### src/rtl/flow_led_monitor_if.sv
// Bus between the flowing-light LED driver side and its monitor.
// The master drives the LED pattern and clear pulse; the slave (monitor) returns status.
interface flow_led_monitor_if #(
    parameter int unsigned CNT_W = 32
);
    logic [7:0]       led;
    logic             clear;
    logic [2:0]       pos;
    logic             dir;
    logic             dir_valid;
    logic [CNT_W-1:0] step_period;
    logic             period_valid;
    logic [15:0]      step_count;
    logic             stalled;
    logic             err;
    logic [1:0]       err_code;

    modport master (
        output led, clear,
        input  pos, dir, dir_valid, step_period, period_valid,
        input  step_count, stalled, err, err_code
    );

    modport slave (
        input  led, clear,
        output pos, dir, dir_valid, step_period, period_valid,
        output step_count, stalled, err, err_code
    );
endinterface

### src/rtl/flow_led_monitor.sv
// Observer for an 8-bit rotating one-hot LED bus: decodes position, direction,
// step period and count, and flags stalls, non-one-hot samples and jumps.
module flow_led_monitor #(
    parameter int unsigned CNT_W       = 32,
    parameter int unsigned STALL_LIMIT = 200000000
) (
    input  logic             clk,
    input  logic             rst,
    flow_led_monitor_if.slave bus
);
    typedef enum logic [1:0] {
        ST_INIT = 2'd0,
        ST_SYNC = 2'd1,
        ST_LOCK = 2'd2
    } state_e;

    localparam logic [CNT_W-1:0] CNT_MAX    = '1;
    localparam logic [CNT_W-1:0] STALL_THR  = CNT_W'(STALL_LIMIT);
    localparam logic [15:0]      STEP_MAX   = 16'hFFFF;
    localparam logic [1:0]       ERR_NONE   = 2'b00;
    localparam logic [1:0]       ERR_ONEHOT = 2'b01;
    localparam logic [1:0]       ERR_JUMP   = 2'b10;

    state_e           state_q;
    logic [7:0]       led_q;
    logic [7:0]       prev_q;
    logic [CNT_W-1:0] cnt_q;
    logic [CNT_W-1:0] cnt_d;
    logic [2:0]       pos_q;
    logic             dir_q;
    logic             dir_valid_q;
    logic [CNT_W-1:0] step_period_q;
    logic             period_valid_q;
    logic [15:0]      step_count_q;
    logic             stalled_q;
    logic             err_q;
    logic [1:0]       err_code_q;

    logic             onehot_c;
    logic [2:0]       idx_c;
    logic             left_c;
    logic             right_c;
    logic             adjacent_c;
    logic             changed_c;
    logic             accept_c;
    logic [15:0]      step_count_base_c;
    logic [15:0]      step_count_inc_c;
    logic [1:0]       err_code_base_c;
    logic [1:0]       new_code_c;

    // Decode the sampled pattern relative to the last accepted one.
    always_comb begin
        onehot_c = (led_q != 8'd0) && ((led_q & (led_q - 8'd1)) == 8'd0);
        idx_c    = 3'd0;
        for (int i = 0; i < 8; i++) begin
            if (led_q[i]) begin
                idx_c = 3'(i);
            end
        end
        left_c     = onehot_c && (led_q == {prev_q[6:0], prev_q[7]});
        right_c    = onehot_c && (led_q == {prev_q[0], prev_q[7:1]});
        adjacent_c = left_c || right_c;
        changed_c  = (led_q != prev_q);
        accept_c   = (state_q == ST_INIT) ? onehot_c : adjacent_c;
        cnt_d      = accept_c ? CNT_W'(1) :
                     ((cnt_q == CNT_MAX) ? cnt_q : cnt_q + CNT_W'(1));
        // clear takes effect first so a same-cycle step or error lands on top of it
        step_count_base_c = bus.clear ? 16'd0 : step_count_q;
        step_count_inc_c  = (step_count_base_c == STEP_MAX) ? STEP_MAX
                                                             : step_count_base_c + 16'd1;
        err_code_base_c   = bus.clear ? ERR_NONE : err_code_q;
        new_code_c        = onehot_c ? ERR_JUMP : ERR_ONEHOT;
    end

    always_ff @(posedge clk) begin
        if (rst) begin
            state_q        <= ST_INIT;
            led_q          <= 8'd0;
            prev_q         <= 8'd0;
            cnt_q          <= '0;
            pos_q          <= 3'd0;
            dir_q          <= 1'b0;
            dir_valid_q    <= 1'b0;
            step_period_q  <= '0;
            period_valid_q <= 1'b0;
            step_count_q   <= 16'd0;
            stalled_q      <= 1'b0;
            err_q          <= 1'b0;
            err_code_q     <= ERR_NONE;
        end else begin
            led_q        <= bus.led;
            cnt_q        <= cnt_d;
            stalled_q    <= (cnt_d >= STALL_THR);
            step_count_q <= step_count_base_c;
            err_q        <= err_q && !bus.clear;
            err_code_q   <= err_code_base_c;
            case (state_q)
                ST_INIT: begin
                    if (onehot_c) begin
                        prev_q  <= led_q;
                        pos_q   <= idx_c;
                        state_q <= ST_SYNC;
                    end
                end
                ST_SYNC, ST_LOCK: begin
                    if (adjacent_c) begin
                        prev_q       <= led_q;
                        pos_q        <= idx_c;
                        dir_q        <= left_c;
                        dir_valid_q  <= 1'b1;
                        step_count_q <= step_count_inc_c;
                        // first interval after sync is partial, so only LOCK measures it
                        if (state_q == ST_LOCK) begin
                            step_period_q  <= cnt_q;
                            period_valid_q <= 1'b1;
                        end
                        state_q <= ST_LOCK;
                    end else if (changed_c) begin
                        err_q <= 1'b1;
                        if (err_code_base_c == ERR_NONE) begin
                            err_code_q <= new_code_c;
                        end
                        dir_valid_q    <= 1'b0;
                        period_valid_q <= 1'b0;
                        state_q        <= ST_INIT;
                    end
                end
                default: state_q <= ST_INIT;
            endcase
        end
    end

    assign bus.pos          = pos_q;
    assign bus.dir          = dir_q;
    assign bus.dir_valid    = dir_valid_q;
    assign bus.step_period  = step_period_q;
    assign bus.period_valid = period_valid_q;
    assign bus.step_count   = step_count_q;
    assign bus.stalled      = stalled_q;
    assign bus.err          = err_q;
    assign bus.err_code     = err_code_q;
endmodule

### src/flat_wrapper.sv
// flat-port wrapper written by rule: the top's interface ports become plain ports
module flow_led_monitor_flat 
#(
    parameter int unsigned CNT_W       = 32,
    parameter int unsigned STALL_LIMIT = 200000000
)
  (clk, rst, bus_led, bus_clear, bus_pos, bus_dir, bus_dir_valid, bus_step_period, bus_period_valid, bus_step_count, bus_stalled, bus_err, bus_err_code);
  flow_led_monitor_if #(.CNT_W(CNT_W)) bus_i ();
  input  logic clk;
  input  logic rst;
  input wire logic [$bits(bus_i.led)-1:0] bus_led;
  input wire logic [$bits(bus_i.clear)-1:0] bus_clear;
  output wire logic [$bits(bus_i.pos)-1:0] bus_pos;
  output wire logic [$bits(bus_i.dir)-1:0] bus_dir;
  output wire logic [$bits(bus_i.dir_valid)-1:0] bus_dir_valid;
  output wire logic [$bits(bus_i.step_period)-1:0] bus_step_period;
  output wire logic [$bits(bus_i.period_valid)-1:0] bus_period_valid;
  output wire logic [$bits(bus_i.step_count)-1:0] bus_step_count;
  output wire logic [$bits(bus_i.stalled)-1:0] bus_stalled;
  output wire logic [$bits(bus_i.err)-1:0] bus_err;
  output wire logic [$bits(bus_i.err_code)-1:0] bus_err_code;
  assign bus_i.led = bus_led;
  assign bus_i.clear = bus_clear;
  assign bus_pos = bus_i.pos;
  assign bus_dir = bus_i.dir;
  assign bus_dir_valid = bus_i.dir_valid;
  assign bus_step_period = bus_i.step_period;
  assign bus_period_valid = bus_i.period_valid;
  assign bus_step_count = bus_i.step_count;
  assign bus_stalled = bus_i.stalled;
  assign bus_err = bus_i.err;
  assign bus_err_code = bus_i.err_code;
  flow_led_monitor #(.CNT_W(CNT_W), .STALL_LIMIT(STALL_LIMIT)) u_core (.clk(clk), .rst(rst), .bus(bus_i));
endmodule
### config.mk
export PLATFORM = sky130hd
export DESIGN_NAME = flow_led_monitor_flat
export DESIGN_NICKNAME = d
export VERILOG_FILES = /design/src/rtl/flow_led_monitor_if.sv /design/src/rtl/flow_led_monitor.sv /design/src/flat_wrapper.sv
export SDC_FILE = /design/constraint.sdc
export NUM_CORES = 1
export LEC_CHECK = 0
export ABC_AREA = 0
export CORE_UTILIZATION = 52
export CTS_CLUSTER_DIAMETER = 100
export DETAILED_ROUTE_END_ITERATION = 12
export PLACE_DENSITY_LB_ADDON = 0.08
export SYNTH_ARGS = -nofsm -noshare
export SYNTH_HDL_FRONTEND = slang
export SYNTH_SLANG_ARGS = --single-unit
### constraint.sdc
create_clock -name clk -period 5.7 [get_ports clk]
set_input_delay 1.425 -clock clk [delete_from_list [all_inputs] [get_ports clk]]
set_output_delay 1.425 -clock clk [all_outputs]
set_load 0.02 [all_outputs]
# == Yosys cells after proc, flatten, opt, wreduce, memory -nomap -nowiden ==
# Index checks and enable logic that the tools add are counted.
# Widths: inputs -> output; s select.
# totals
regBits,108
elab_cells,85
output_inout_bits,58
in_bits,11
# classes
muxes,37
n_bitwise,1
order_cmp,1
n_addsub,3
n_eq_ne,11
n_reduce_logical,19
# ops
op,count
$mux 16,4
$mux 32,2
$add 32x1->32 const B,1
$eq 32x32->1 const B,1
$ge 32x28->1 const B,1
$mux 2,11
$mux 3,6
$add 16x1->16 const B,1
$eq 16x16->1 const B,1
$eq 8x8->1,2
$mux 8,2
$pmux 8 s2,1
$mux 1,9
$reduce_and 3->1,3
$and 8x8->8,1
$logic_not 8->1,1
$ne 8x8->1,1
$reduce_bool 8->1,1
$sub 8x1->8 const B,1
$pmux 3 s2,1
$reduce_and 2->1,3
$logic_and 1x1->1,4
$logic_not 2->1,2
$ne 2x1->1 const B,2
9 further kinds,10

# == Logic depth before layout (Yosys ltp) ==
# depth
word_depth,9
depth_mapped,11
depth_no_buf,9

# == Worst setup path before layout ==
# OpenSTA, ideal clock, no wires.
# synth_path
path_type,input port to flip-flop
startpoint,input bus_clear
endpoint,register u_core.step_count_q[13] (netlist: u_core.bus.step_count[13])
path_slack_ns,2.746
t_required_ns,5.627
arrival_time_ns,2.881
setup_time_ns,0.073
n_path_buf,1
stages,8
cell_sequence,clkbuf_1 > nand2b_1 > inv_1 > ha_1 > nand2_1 > or4_4 > and3_1 > nor3_2
# synth_via
elab_chain_len,5
word_cells_on_any_way,6
classes_between,add/sub (1); eq/ne (1); mux (4)
# synth_lines
element,line_no,source
from (decl),flat_wrapper.sv:12,input wire logic [$bits(bus_i.clear)-1:0] bus_clear;
$mux 16 *,flow_led_monitor.sv:68,step_count_base_c = bus.clear ? 16'd0 : step_count_q;
$add 16x1->16 / $eq 16x16->1 (equally long branches),"flow_led_monitor.sv:70, flow_led_monitor.sv:69",
$mux 16,flow_led_monitor.sv:69,step_count_inc_c = (step_count_base_c == STEP_MAX) ? STEP_MAX
$mux 16,flow_led_monitor.sv:106,if (adjacent_c) begin
$mux 16 *,flow_led_monitor.sv:97,case (state_q)
to (signal assigned),flow_led_monitor.sv:94,step_count_q <= step_count_base_c;
to (signal assigned),flow_led_monitor.sv:111,step_count_q <= step_count_inc_c;
to (decl),flow_led_monitor.sv:34,logic [15:0] step_count_q;
# Every way passes the cells marked *; elsewhere a longest branch is shown, timed or not.
# A chain may end at the register's enable or synchronous reset.

# == Worst setup path after layout ==
# layout_path
startpoint,register u_core.led_q[2]
endpoint,register u_core.stalled_q (netlist: u_core.bus.stalled)
# layout_via
elab_chain_len,9
word_cells_on_any_way,13
classes_between,add/sub (1); order compare (1); eq/ne (2); mux (2); bitwise (1); reduce/logical (6)
# layout_lines
element,line_no,source
from (decl),flow_led_monitor.sv:25,logic [7:0] led_q;
from (signal assigned),flow_led_monitor.sv:91,led_q <= bus.led;
$sub 8x1->8,flow_led_monitor.sv:53,onehot_c = (led_q != 8'd0) && ((led_q & (led_q - 8'd1)) == 8'd0);
$and 8x8->8,flow_led_monitor.sv:53,
$logic_not 8->1,flow_led_monitor.sv:53,
$logic_and 1x1->1,flow_led_monitor.sv:53,
$logic_and 1x1->1 (on tied branches),"flow_led_monitor.sv:60, flow_led_monitor.sv:61",
$logic_or 1x1->1,flow_led_monitor.sv:62,adjacent_c = left_c || right_c;
$mux 1 *,flow_led_monitor.sv:64,accept_c = (state_q == ST_INIT) ? onehot_c : adjacent_c;
$mux 32 *,flow_led_monitor.sv:65,cnt_d = accept_c ? CNT_W'(1) :
$ge 32x28->1 *,flow_led_monitor.sv:93,stalled_q <= (cnt_d >= STALL_THR);
to (signal assigned),flow_led_monitor.sv:93,
to (decl),flow_led_monitor.sv:35,logic stalled_q;
# Marks and branches as above.

==> flow_metrics.env <==
export IMPL_htreeDepth=3
export IMPL_portBuffers=68
export IMPL_clk_path_buf_depth=2
export IMPL_rsz0062_at_grt="no"
export IMPL_synth_edf_count=0
export IMPL_yosysWarnings=0
export IMPL_dieArea_um2=10400
export IMPL_synthesis_nets=612
export IMPL_synth_xor_area_frac=0.108
export IMPL_layoutNonFillerInstCount=771
export IMPL_period_share=0.602
export IMPL_synth_cell_types=57
export IMPL_synth_top_family_by_area="simple AND/OR/NAND/NOR gates"
export IMPL_cp_endpoint="u_core.bus.stalled"
export IMPL_min_period_ns=3.43
export IMPL_yosys_most_used_dff="dfxtp_1"
export IMPL_clk_pin_slew_ns=0.10
export IMPL_synth_compound_area_share=0.0935
export IMPL_hold_path_class="flip-flop to flip-flop"
export IMPL_syn_to_final_growth_pct=15.8
export IMPL_n_antenna_cell=0
export IMPL_ys_async_sr_fraction=0
export IMPL_dp_hpwl_mm=7.26
export IMPL_dieHeight_um=102
export IMPL_finalPower_uw=1330
export IMPL_hold_buffers=0
export IMPL_reg2reg_slack_ns=2.27
export IMPL_required_ns=5.97
export IMPL_grt_pass1_vias=4019
export IMPL_worst_path_max_delay_cell="nand2b_1"
export IMPL_power_density_nw_per_um2=221
export IMPL_fin_skew_ns=0.00905
export IMPL_antenna_found_initial=0
export IMPL_clk_latency_ns=0.37
export IMPL_track_usage=0.218
export IMPL_grt_max_degree=73
export IMPL_via_count=4188
export IMPL_setup_viol=0
export IMPL_worstPathMaxFanout=31
export IMPL_cts_root_buffer="clkbuf_8"
export IMPL_status="completed"
export IMPL_synthCells=596
export IMPL_leakagePower_uw=0.00236
export IMPL_ctsResizeCount=0
export IMPL_critPathMaxStageDelay_ns=0.95
export IMPL_layout_nets=651
export IMPL_wire_per_inst_um=13.8
export IMPL_layout_drive_gt1_share=0.0517
export IMPL_drt_pass1_iterations=4
export IMPL_cts_tree="built"
export IMPL_yosys_mux_area_fraction=0.0750
export IMPL_fmax_mhz=291
export IMPL_yosys_area_share_simple=0.252
export IMPL_reg2reg_from="u_core.led_q[2]"
export IMPL_worst_pin_slew_ns=1.22
export IMPL_crit_start="u_core.led_q[2]"
export IMPL_grt_overflow_total=0
export IMPL_maxSlewViolCount=0
export IMPL_synth_seq_area_share=0.415
export IMPL_cts_setup_buffers=0
export IMPL_rows=36
export IMPL_cp_arrival_ns=3.71
export IMPL_r2r_end="u_core.bus.stalled"
export IMPL_postRouteAntennaNets=0
export IMPL_drv_cap=0
export IMPL_netlist_area_um2=5200
export IMPL_wl_mm=10.6
export IMPL_grt_pass1_wl_mm=18.2
export IMPL_synth_top_area_share=0.415
export IMPL_io_pins=69
export IMPL_netlist_top_cells_area="dfxtp_1 (42%), mux2i_1 (7.5%), nor2_1 (6.9%)"
export IMPL_synth_area_per_cell_um2=8.73
export IMPL_place_inst=757
export IMPL_via_per_inst=5.43
export IMPL_gp_congestion=0.837
export IMPL_startpoint_type="flip-flop"
export IMPL_cts_buffers=9
export IMPL_drc=0
export IMPL_final_util=0.619
export IMPL_yosysTopAreaCell="dfxtp_1"
export IMPL_path_cells="nor4_4 > nand4b_1 > o2111a_2 > a21oi_1 > o21ai_0 > nand2b_1 > nor2_1 > a31o_2"
export IMPL_slew_headroom=0.188
export IMPL_die_x_um=102
export IMPL_hold_viol_final=0
export IMPL_setup_tns_ns=0
export IMPL_timing_hold_ws_ns=0.470
export IMPL_worstSetupPathType="flip-flop to flip-flop"
export IMPL_synth_seq_cells=108
export IMPL_end_kind="flip-flop"
export IMPL_ir_worst_vdd_mv=0.157
export IMPL_synth_fa_ha_area_frac=0.0139
export IMPL_drt_initial_drc_count=113
export IMPL_clkSinkCount=108
export IMPL_core_um2=9730
export IMPL_rr_worst_depth=8
export IMPL_initial_utilization=0.535
synth_stat cells, types with 10 or more instances:
cell type    n
xnor2_1     29
clkbuf_1    25
dfxtp_1    108
xor2_1      35
nand2_1     31
buf_2       12
and3_1      14
nor2b_1     18
nand3_1     23
nand4_1     11
nor2_1      96
a21oi_1     24
nand2b_1    10
mux2i_1     39
o21ai_0     13
nor3_1      18
placed cells by master (no fill, tap or decap), types with 9 or more instances in the layout:
master and count:
a21oi_1 24, and3_1 14, clkbuf_8 9, clkdlybuf4s50_1 67, dfxtp_1 108, inv_1 9, mux2i_1 39, nand2_1 30
nand2b_1 10, nand3_1 23, nand4_1 11, nor2_1 96, nor2b_1 18, nor3_1 18, nor4_1 9, o21ai_0 13
xnor2_1 29, xor2_1 35
layer usage:
| layer | share of wire | track usage |
|---|---|---|
| met1 | 0.45 | 0.258 |
| met2 | 0.50 | 0.390 |
| met5 | 0 | 0 |
| met4 | 0.016 | 0.0714 |
| met3 | 0.028 | 0.0472 |
cells by family after synthesis:
kind of cell | count (synthesis)
buf+inv | 50
simple gates | 258
compound gates | 71
fa+ha+maj | 6
flops | 108
xor+xnor | 64
mux | 39
sequential cells by signal, indices dropped and copies added, names as in the netlist, 2 cells and up:
| signal | cells |
|---|---|
| u_core.bus.err_code | 2 |
| u_core.bus.pos | 3 |
| u_core.bus.step_count | 16 |
| u_core.bus.step_period | 32 |
| u_core.cnt_q | 32 |
| u_core.led_q | 8 |
| u_core.prev_q | 8 |
| u_core.state_q | 2 |
critical path: cells and delay by family, from the launching register on:
kind               cells  cell delay (ns)
AOI/OAI and AO/OA      4             1.22
DFF                    1             0.45
and+or+nand+nor        4             1.66
metrics by stage:
stage                     setup slack (ns)  area (um2)
after detailed placement              1.96        5870
final                                 2.27        6030
after global placement                2.01        5870
after global routing                  1.92        6030
after floorplan                       2.75        5200
after CTS                             2.27        6030
power by group:
part	switching (uW)	internal, uW	leakage, uW
clock	249	153	0.0000807
combinational	79.3	59.8	0.00141
sequential	22.7	771	0.000874
total	351	983	0.00236
worst min-delay path by stage:
stage / from / endpoint / slack, ns / depth (start not counted)
2_1_floorplan: u_core.state_q[0] / u_core.state_q[0] / 0.50 / 2
3_3_place_gp: u_core.bus.dir_valid / u_core.bus.dir_valid / 0.46 / 2
3_5_place_dp: u_core.bus.dir_valid / u_core.bus.dir_valid / 0.46 / 2
4_1_cts: u_core.bus.dir_valid / u_core.bus.dir_valid / 0.47 / 2
5_1_grt: u_core.bus.dir / u_core.bus.dir / 0.52 / 2
6_report: u_core.bus.dir_valid / u_core.bus.dir_valid / 0.47 / 2
area by class of cell:
| class | count | area, um2 |
|---|---|---|
| clock buffers | 9 | 124 |
| fillers | 877 | 3700 |
| clock inverters | 5 | 31.3 |
| multi-input cells | 438 | 2830 |
| well taps | 133 | 166 |
| flip-flops and latches | 108 | 2160 |
| inverters | 9 | 33.8 |
| repair buffers | 69 | 683 |
Power figures use the tool's default switching activity.
